<file path="src/rtl/bitslip_align_multi_if.sv">
// rtl/bitslip_align_multi_if.sv - Aligner bus: enable, deserialised words, bitslip and status flags.
interface bitslip_align_multi_if #(
    parameter int WIDTH = 8,
    parameter int NCH   = 4
);
    logic                 EN;
    logic [NCH*WIDTH-1:0] data_in;
    logic [NCH-1:0]       BS;
    logic [NCH-1:0]       locked;
    logic [NCH-1:0]       fail;
    logic                 all_locked;
    logic                 any_fail;
    logic [NCH-1:0]       lol;

    modport master (
        output EN, data_in,
        input  BS, locked, fail, all_locked, any_fail, lol
    );

    modport slave (
        input  EN, data_in,
        output BS, locked, fail, all_locked, any_fail, lol
    );
endinterface

</file>
<file path="src/rtl/bitslip_align_multi.sv">
// rtl/bitslip_align_multi.sv - Per-channel ISERDESE2 bitslip word aligner with aggregated lock/fail status.
// Optional re-alignment on loss of lock: define LOSS_OF_LOCK_EN.
module bitslip_align_multi #(
    parameter int               WIDTH            = 8,
    parameter int               NCH              = 4,
    parameter logic [WIDTH-1:0] TRAINING_PATTERN = 8'hF0,
    parameter int               WAIT_CYCLES      = 5,
    parameter int               MATCH_COUNT      = 4,
    parameter int               MAX_SLIPS        = 16,
    parameter int               LOL_THRESH       = 8
) (
    input  logic                   clk,
    input  logic                   rst,
    bitslip_align_multi_if.slave   bus
);
    localparam int SW = $clog2(MAX_SLIPS + 1);
    localparam int WW = $clog2(WAIT_CYCLES + 1);
    localparam int MW = $clog2(MATCH_COUNT + 1);

    localparam logic [SW-1:0] SLIP_MAX   = SW'(MAX_SLIPS);
    localparam logic [WW-1:0] WAIT_LAST  = WW'(WAIT_CYCLES - 1);
    localparam logic [MW-1:0] MATCH_MAX  = MW'(MATCH_COUNT);
    localparam logic [MW-1:0] MATCH_LAST = MW'(MATCH_COUNT - 1);

    typedef enum logic [2:0] {
        S_IDLE,
        S_CHECK,
        S_SLIP,
        S_WAIT,
        S_LOCKED,
        S_FAIL
    } state_t;

    if (WAIT_CYCLES < 1 || MATCH_COUNT < 1 || MAX_SLIPS < WIDTH || LOL_THRESH < 1) begin : g_bad_params
        $error("bitslip_align_multi: illegal parameter set");
    end

    logic [NCH-1:0] bs_vec;
    logic [NCH-1:0] locked_vec;
    logic [NCH-1:0] fail_vec;
    logic [NCH-1:0] lol_vec;

    for (genvar k = 0; k < NCH; k++) begin : g_ch
        state_t           state_q;
        logic [SW-1:0]    slip_cnt_q;
        logic [WW-1:0]    wait_cnt_q;
        logic [MW-1:0]    match_cnt_q;
        logic             bs_q;
        logic             locked_q;
        logic             fail_q;
        logic             hit;

        assign hit = (bus.data_in[k*WIDTH +: WIDTH] == TRAINING_PATTERN);

`ifdef LOSS_OF_LOCK_EN
        localparam int            EW       = $clog2(LOL_THRESH + 1);
        localparam logic [EW-1:0] ERR_LAST = EW'(LOL_THRESH - 1);
        logic [EW-1:0] err_cnt_q;
        logic          lol_q;
`endif

        always_ff @(posedge clk) begin
            // BS and lol are pulses: only the transitions below may raise them for a cycle
            bs_q <= 1'b0;
`ifdef LOSS_OF_LOCK_EN
            lol_q <= 1'b0;
`endif
            if (rst || !bus.EN) begin
                state_q     <= S_IDLE;
                slip_cnt_q  <= '0;
                wait_cnt_q  <= '0;
                match_cnt_q <= '0;
                locked_q    <= 1'b0;
                fail_q      <= 1'b0;
`ifdef LOSS_OF_LOCK_EN
                err_cnt_q   <= '0;
`endif
            end else begin
                case (state_q)
                    S_IDLE: state_q <= S_CHECK;
                    S_CHECK: begin
                        if (hit) begin
                            if (match_cnt_q == MATCH_LAST) begin
                                match_cnt_q <= MATCH_MAX;
                                locked_q    <= 1'b1;
                                state_q     <= S_LOCKED;
`ifdef LOSS_OF_LOCK_EN
                                err_cnt_q   <= '0;
`endif
                            end else if (match_cnt_q != MATCH_MAX) begin
                                match_cnt_q <= match_cnt_q + 1'b1;
                            end
                        end else begin
                            match_cnt_q <= '0;
                            if (slip_cnt_q == SLIP_MAX) begin
                                fail_q  <= 1'b1;
                                state_q <= S_FAIL;
                            end else begin
                                bs_q    <= 1'b1;
                                state_q <= S_SLIP;
                            end
                        end
                    end
                    S_SLIP: begin
                        if (slip_cnt_q != SLIP_MAX) slip_cnt_q <= slip_cnt_q + 1'b1;
                        wait_cnt_q <= '0;
                        state_q    <= S_WAIT;
                    end
                    S_WAIT: begin
                        if (wait_cnt_q == WAIT_LAST) begin
                            wait_cnt_q <= '0;
                            state_q    <= S_CHECK;
                        end else begin
                            wait_cnt_q <= wait_cnt_q + 1'b1;
                        end
                    end
                    S_LOCKED: begin
`ifdef LOSS_OF_LOCK_EN
                        if (hit) begin
                            err_cnt_q <= '0;
                        end else if (err_cnt_q == ERR_LAST) begin
                            err_cnt_q   <= '0;
                            slip_cnt_q  <= '0;
                            match_cnt_q <= '0;
                            locked_q    <= 1'b0;
                            lol_q       <= 1'b1;
                            state_q     <= S_CHECK;
                        end else begin
                            err_cnt_q <= err_cnt_q + 1'b1;
                        end
`endif
                    end
                    S_FAIL: ;
                    default: state_q <= S_IDLE;
                endcase
            end
        end

        assign bs_vec[k]     = bs_q;
        assign locked_vec[k] = locked_q;
        assign fail_vec[k]   = fail_q;
`ifdef LOSS_OF_LOCK_EN
        assign lol_vec[k]    = lol_q;
`else
        assign lol_vec[k]    = 1'b0;
`endif
    end

    assign bus.BS         = bs_vec;
    assign bus.locked     = locked_vec;
    assign bus.fail       = fail_vec;
    assign bus.lol        = lol_vec;
    assign bus.all_locked = &locked_vec;
    assign bus.any_fail   = |fail_vec;
endmodule

</file>
<file path="src/flat_wrapper.sv">
// flat-port wrapper written by rule: the top's interface ports become plain ports
module bitslip_align_multi_flat 
#(
    parameter int               WIDTH            = 8,
    parameter int               NCH              = 4,
    parameter logic [WIDTH-1:0] TRAINING_PATTERN = 8'hF0,
    parameter int               WAIT_CYCLES      = 5,
    parameter int               MATCH_COUNT      = 4,
    parameter int               MAX_SLIPS        = 16,
    parameter int               LOL_THRESH       = 8
)
  (clk, rst, bus_EN, bus_data_in, bus_BS, bus_locked, bus_fail, bus_all_locked, bus_any_fail, bus_lol);
  bitslip_align_multi_if #(.WIDTH(WIDTH), .NCH(NCH)) bus_i ();
  input  logic clk;
  input  logic rst;
  input wire logic [$bits(bus_i.EN)-1:0] bus_EN;
  input wire logic [$bits(bus_i.data_in)-1:0] bus_data_in;
  output wire logic [$bits(bus_i.BS)-1:0] bus_BS;
  output wire logic [$bits(bus_i.locked)-1:0] bus_locked;
  output wire logic [$bits(bus_i.fail)-1:0] bus_fail;
  output wire logic [$bits(bus_i.all_locked)-1:0] bus_all_locked;
  output wire logic [$bits(bus_i.any_fail)-1:0] bus_any_fail;
  output wire logic [$bits(bus_i.lol)-1:0] bus_lol;
  assign bus_i.EN = bus_EN;
  assign bus_i.data_in = bus_data_in;
  assign bus_BS = bus_i.BS;
  assign bus_locked = bus_i.locked;
  assign bus_fail = bus_i.fail;
  assign bus_all_locked = bus_i.all_locked;
  assign bus_any_fail = bus_i.any_fail;
  assign bus_lol = bus_i.lol;
  bitslip_align_multi #(.WIDTH(WIDTH), .NCH(NCH), .TRAINING_PATTERN(TRAINING_PATTERN), .WAIT_CYCLES(WAIT_CYCLES), .MATCH_COUNT(MATCH_COUNT), .MAX_SLIPS(MAX_SLIPS), .LOL_THRESH(LOL_THRESH)) u_core (.clk(clk), .rst(rst), .bus(bus_i));
endmodule
</file>
<file path="config.mk">
export PLATFORM = sky130hd
export DESIGN_NAME = bitslip_align_multi_flat
export DESIGN_NICKNAME = d
export VERILOG_FILES = /design/src/rtl/bitslip_align_multi_if.sv /design/src/rtl/bitslip_align_multi.sv /design/src/flat_wrapper.sv
export SDC_FILE = /design/constraint.sdc
export NUM_CORES = 1
export LEC_CHECK = 0
export ABC_AREA = 1
export ABC_CLOCK_PERIOD_IN_PS = 2000
export BUFFER_PORTS_ARGS = -buffer_cell sky130_fd_sc_hd__clkbuf_2
export CORE_MARGIN = 4
export CORE_UTILIZATION = 55
export DETAILED_ROUTE_END_ITERATION = 10
export PLACE_DENSITY = 0.87
export SKIP_LAST_GASP = 1
export SLEW_MARGIN = 10
export SYNTH_ARGS = -nofsm -noshare
export SYNTH_HDL_FRONTEND = slang
export SYNTH_SLANG_ARGS = --single-unit
</file>
<file path="constraint.sdc">
create_clock -name clk -period 2 [get_ports clk]
set_clock_uncertainty 0.2 [all_clocks]
set_input_delay 0.4 -clock clk [delete_from_list [all_inputs] [get_ports clk]]
set_output_delay 0.4 -clock clk [all_outputs]
set_load 0.005 [all_outputs]
</file>
==> results of run 1 <==
[worst max-delay path, cell delays in order (launching register included)]
cell	delay, ps
dfxtp_1	340
ha_1	210
ha_1	240
nand3b_1	210
o21ai_2	260
nand2_1	100
nand2_1	80
nor2_1	40
[state kept, by name, summed over array words and instances, names as in the netlist]
signal and count:
u_core.g_ch.slip_cnt_q 20, u_core.g_ch.wait_cnt_q 12, u_core.g_ch.state_q 12, u_core.g_ch.locked_q 4, u_core.g_ch.match_cnt_q 12, u_core.g_ch.fail_q 4
u_core.g_ch.bs_q 4
[cell families after synthesis]
group	synth area share [%]
AOI/OAI and AO/OA	10.91
xor gates and xnor gates	2.040
adders and majority gates	9.065
buffers and inverters	12.82
DFF	35.22
other	0.09703
and+or+nand+nor	29.85
[cell usage in the layout, fill, tap and decap left out, drive strengths merged, types with 10 or more instances in the layout]
cell and instances:
a21oi 52, clkbuf 58, dfxtp 68, ha 28, inv 93, nand2 135
nand3 32, nand4 10, nor2 66, nor3 11, o21ai 26
[stage by stage]
step                      cell area [um2]  std cells
after detailed placement             4128        691
after CTS                            4344        707
after global placement               4128        691
after global routing                 4344        707
after floorplan                      3876        564
final                                4344        707
[power by group]
part	switching, W	internal, W
Sequential	0.0000165	0.00137
Clock	0.000527	0.000702
Combinational	0.000135	0.0000813
Total	0.000678	0.00215
[path summary, 6_finish.rpt]
path                                                              endpoint
worst max-delay path            u_core.g_ch[2].match_cnt_q[0]$_SDFFE_PP0P_
worst min-delay path             u_core.g_ch[3].slip_cnt_q[2]$_SDFFE_PP0P_
worst max register to register  u_core.g_ch[2].match_cnt_q[0]$_SDFFE_PP0P_
worst min register to register  u_core.g_ch[0].match_cnt_q[2]$_SDFFE_PP0P_
[layout make-up]
| cell class | instances | area [um2] | share of cell area (%) |
|---|---|---|---|
| Inverter | 93 | 349.1 | 8.036 |
| Timing Repair Buffer | 53 | 277.8 | 6.394 |
| Clock inverter | 6 | 88.84 | 2.045 |
| Multi-Input combinational cell | 381 | 2019 | 46.49 |
| Tap cell | 96 | 120.1 | 2.765 |
| Sequential cell | 68 | 1361 | 31.34 |
| Clock buffer | 10 | 127.6 | 2.938 |
[synthesized netlist by cell type]
library cell / n / area [um2]
nand2_1: 123 / 461.7
o31ai_1: 1 / 7.510
o21ai_2: 2 / 17.52
nor2_1: 55 / 206.5
nor2_2: 9 / 56.30
buf_2: 3 / 15.01
inv_2: 8 / 30.03
nor3_1: 11 / 55.05
o21ai_1: 2 / 10.01
nor4_1: 1 / 6.260
buf_4: 16 / 120.1
nand3b_1: 5 / 37.54
xnor2_1: 7 / 61.31
a21oi_1: 50 / 250.2
conb_1: 1 / 3.750
nand2_2: 12 / 75.07
inv_1: 85 / 319.1
xor2_1: 2 / 17.52
nand3_1: 30 / 150.1
nor2_4: 2 / 22.52
dfxtp_1: 68 / 1361
nand3_2: 2 / 20.02
clkbuf_1: 3 / 11.26
a32oi_1: 1 / 8.760
a21oi_2: 2 / 17.52
ha_1: 28 / 350.3
o21ai_0: 22 / 110.1
nand4_1: 10 / 62.56
[routing by layer]
metal | vias up | routed length, um | GRT usage [%] | share of wire (%)
li1 | 1841 | - | - | -
met1 | 1624 | 3244 | 20.59 | 41
met2 | 94 | 4035 | 35.12 | 51
met3 | 16 | 423 | 4.266 | 5.4
met4 | 0 | 201 | 10.27 | 2.5
met5 | - | 0 | 0 | 0
==> qor.yml, run 1 <==
status:
  status: "complete, no violations"
power_and_ir_drop:
  ir_worst_vdd_v: 0.0003591
  total_power_w: 0.002833
  powerDensity_nw_per_um2: 652.1
  leakage_nw: 1.929
hold_path:
  hold_depth: 4
  hold_path_class: "input port to register"
  min-delay-start: "rst"
timing:
  fin_ws_ps: 223.6
  slew_viol_final: 0
  period_minus_slack_ps: 1776
  fin_setup_tns_ps: 0
  clock.fmax_mhz: 562.9
  setup_viol: 0
  rsz0062_at_grt: "no"
  timing.final.crit_share_pct: 88.82
  whs_ps: 154.8
  hold_violations: 0
grt:
  grt_pass1_vias: 3395
  grt_usage_pct: 19.28
  antenna_found_initial: 0
  grt_pass1_wl_um: 13480
  overflow: 0
  grt_max_degree: 18
yosys:
  yosys_register_bits: 68
  postSynthAreaPerCell_um2: 6.889
  syn_area_um2: 3865
  synthCells: 561
  ys_seq_area_share_pct: 35.22
  synth.distinct_cells: 28
  synth_warnings: 0
layout:
  num_antenna_cells: 0
  drive_above_1_share_pct: 17.18
  finalNetCount: 669
  syn_to_final_growth_pct: 12.40
  fill_cells: 585
  fin_util_pct: 63.94
die:
  design.die.area_um2: 8433
  initial_utilization_pct: 56.89
  ios: 53
  rows: 30
  die_y_um: 91.83
  core_um2: 6794
  die_width_um: 91.83
cts:
  clock_latency_ps: 350
  cts_resized: 0
  cts_root_buf: "clkbuf_8"
  htreeDepth: 3
  clkTransAtPathRegs_ps: 70
  cts_setup_buffers: 0
  ctsLongestPathBuffers: 2
  cts.sinks: 68
  cts_tree: "yes"
  cts_buffers: 9
  cts_hold_buf: 0
critical_path:
  r2r_start: "u_core.g_ch[2].match_cnt_q[0]$_SDFFE_PP0P_"
  r2r_slack_ps: 220
  cp.arrival_ps: 1810
  required_ps: 2040
  worstSetupPathType: "register to register"
  cp_max_fo: 5
  end_kind: "register"
  r2r_cells: 7
  critPathLaunch: "u_core.g_ch[2].match_cnt_q[0]$_SDFFE_PP0P_"
  start_kind: "register"
detailed_routing:
  drc: 0
  totalWireLength_um: 7905
  drtPass1Iterations: 5
  vias_per_cell: 5.057
  drt_iter0_drc: 137
  vias: 3575
  ant_nets: 0
  post_drt_wl_per_cell_um: 11.18
place:
  dp_hpwl_um: 5974
  routabilityCongestion: 0.8079
  preCtsSetupSlack_ps: 280.1
  portBuffers: 48
job:
  drv_cap: 0
(Power assumes the default switching activity.)
==> run 2, diff against run 1 <==
--- a/config.mk
+++ b/config.mk
@@ -10,6 +10,7 @@
 export BUFFER_PORTS_ARGS = -buffer_cell sky130_fd_sc_hd__clkbuf_2
 export CORE_MARGIN = 4
 export CORE_UTILIZATION = 55
+export CTS_BUF_LIST = sky130_fd_sc_hd__clkbuf_4
 export DETAILED_ROUTE_END_ITERATION = 10
 export PLACE_DENSITY = 0.87
 export SKIP_LAST_GASP = 1
==> run 2 against run 1 <==
Compared with the run above:
- global-route usage down 0.24 points
- hold slack worse by 96 ps
- final cell count is the same
- register-to-register slack about the same
- sequential power hardly changed
==> qor.yml, run 2 (synthesis results as in run 1) <==
power_and_ir_drop:
  p_int_w: 0.001973
  switching_power_w: 0.0006666
  ir_worst_vdd_v: 0.0002995
  power_frac_comb_pct: 8.2
  leakage_nw: 1.909
  p_clk_share_pct: 39.2
  p_sw_share_pct: 25.25
  pwr-share-seq_pct: 52.6
  powerDensity_nw_per_um2: 615.1
grt:
  overflow: 0
  grt_pass1_wl_um: 13330
  grt_max_degree: 18
  grt_usage_pct: 19.04
  grt_use_met1_pct: 20.60
  use_met3_pct: 3.527
  antenna_found_initial: 0
  met2_usage_pct: 34.45
  grt_pass1_vias: 3370
  grt_busiest_layer: "met2"
detailed_routing:
  drc: 0
  vias_per_cell: 5.037
  drt_iter0_drc: 126
  totalWireLength_um: 7826
  ant_nets: 0
  post_drt_wl_per_cell_um: 11.07
  drtPass1Iterations: 4
  vias: 3561
critical_path:
  cp_max_fo: 2
  worstSetupPathType: "register to output port"
  start_kind: "register"
  end_kind: "output port"
  cp.arrival_ps: 1270
  required_ps: 1400
timing:
  period_minus_slack_ps: 1873
  fin_setup_tns_ps: 0
  rsz0062_at_grt: "no"
  slew_viol_final: 0
  hold_violations: 0
  clock.fmax_mhz: 534.0
  whs_ps: 59.15
  setup_viol: 0
  fin_ws_ps: 127.4
  timing.final.crit_share_pct: 93.63
hold_path:
  hold_path_class: "input port to register"
cts:
  cts.sinks: 68
  cts_setup_buffers: 0
  cts_hold_buf: 0
  htreeDepth: 3
  ctsLongestPathBuffers: 2
  clock_latency_ps: 430
  cts_buffers: 9
  clkTransAtPathRegs_ps: 110
  cts_resized: 0
  cts_tree: "yes"
  cts_root_buf: "clkbuf_4"
layout:
  syn_to_final_growth_pct: 11.04
  top_register: "u_core.g_ch.slip_cnt_q"
  num_antenna_cells: 0
  drive_above_1_share_pct: 17.35
  finalNetCount: 669
  final_common_cell: "nand2_1"
  fin_util_pct: 63.17
  final_cell_mix: "nand2_1 (123), inv_1 (85), dfxtp_1 (68)"
  largest_reg_flops: 20
die:
  rows: 30
  ios: 53
  core_um2: 6794
  die_width_um: 91.83
  design.die.area_um2: 8433
  die_y_um: 91.83
  initial_utilization_pct: 56.89
job:
  drv_cap: 0
place:
  portBuffers: 48
  dp_hpwl_um: 5974
  preCtsSetupSlack_ps: 280.1
  routabilityCongestion: 0.8079
status:
  status: "complete, no violations"
[run 2: final timing paths]
path / slack, ps / endpoint / cells after the start / from
max reg2reg: 210 / u_core.g_ch[2].match_cnt_q[0]$_SDFFE_PP0P_ / 7 / u_core.g_ch[2].match_cnt_q[0]$_SDFFE_PP0P_
min: 60 / u_core.g_ch[3].slip_cnt_q[2]$_SDFFE_PP0P_ / 4 / rst
max: 130 / bus_all_locked / 3 / u_core.g_ch[2].locked_q$_SDFFE_PP0P_
min reg2reg: 280 / u_core.g_ch[0].match_cnt_q[2]$_SDFFE_PP0P_ / 2 / u_core.g_ch[0].match_cnt_q[2]$_SDFFE_PP0P_
[run 2: layout make-up]
cell class              count  area, um2
fillers                   599       2502
multi-input cells         381       2019
flip-flops and latches     68       1361
inverters                  93      349.1
repair buffers             53      277.8
well taps                  96      120.1
clock inverters             6      88.84
clock buffers              10      75.07
[run 2: worst max-delay path, cell delays in order, from the launching register on]
cell	delay [ps]
dfxtp_1	340
inv_1	80
nor4_1	270
clkbuf_2	160
[run 2: metal layers]
layer	share of wire, %	up-vias
met5	0	-
met4	2.8	0
li1	-	1843
met2	50	92
met1	41	1606
met3	5.6	20
[run 2: per-stage QoR]
stage | std cells | total power [W] | area (um2)
2_1_floorplan | 564 | 0.001561 | 3876
3_3_place_gp | 691 | 0.001620 | 4128
5_1_grt | 707 | 0.002744 | 4292
4_1_cts | 707 | 0.002653 | 4292
3_5_place_dp | 691 | 0.001632 | 4128
6_report | 707 | 0.002640 | 4292
[run 2: power by group through the flow]
stage	combinational, W	clock, W	sequential (W)
floorplan	0.000146	0	0.00141
global placement	0.000203	0	0.00142
detailed placement	0.000214	0	0.00142
CTS	0.000216	0.00105	0.00139
global route	0.000246	0.00111	0.00139
finish	0.000216	0.00104	0.00139
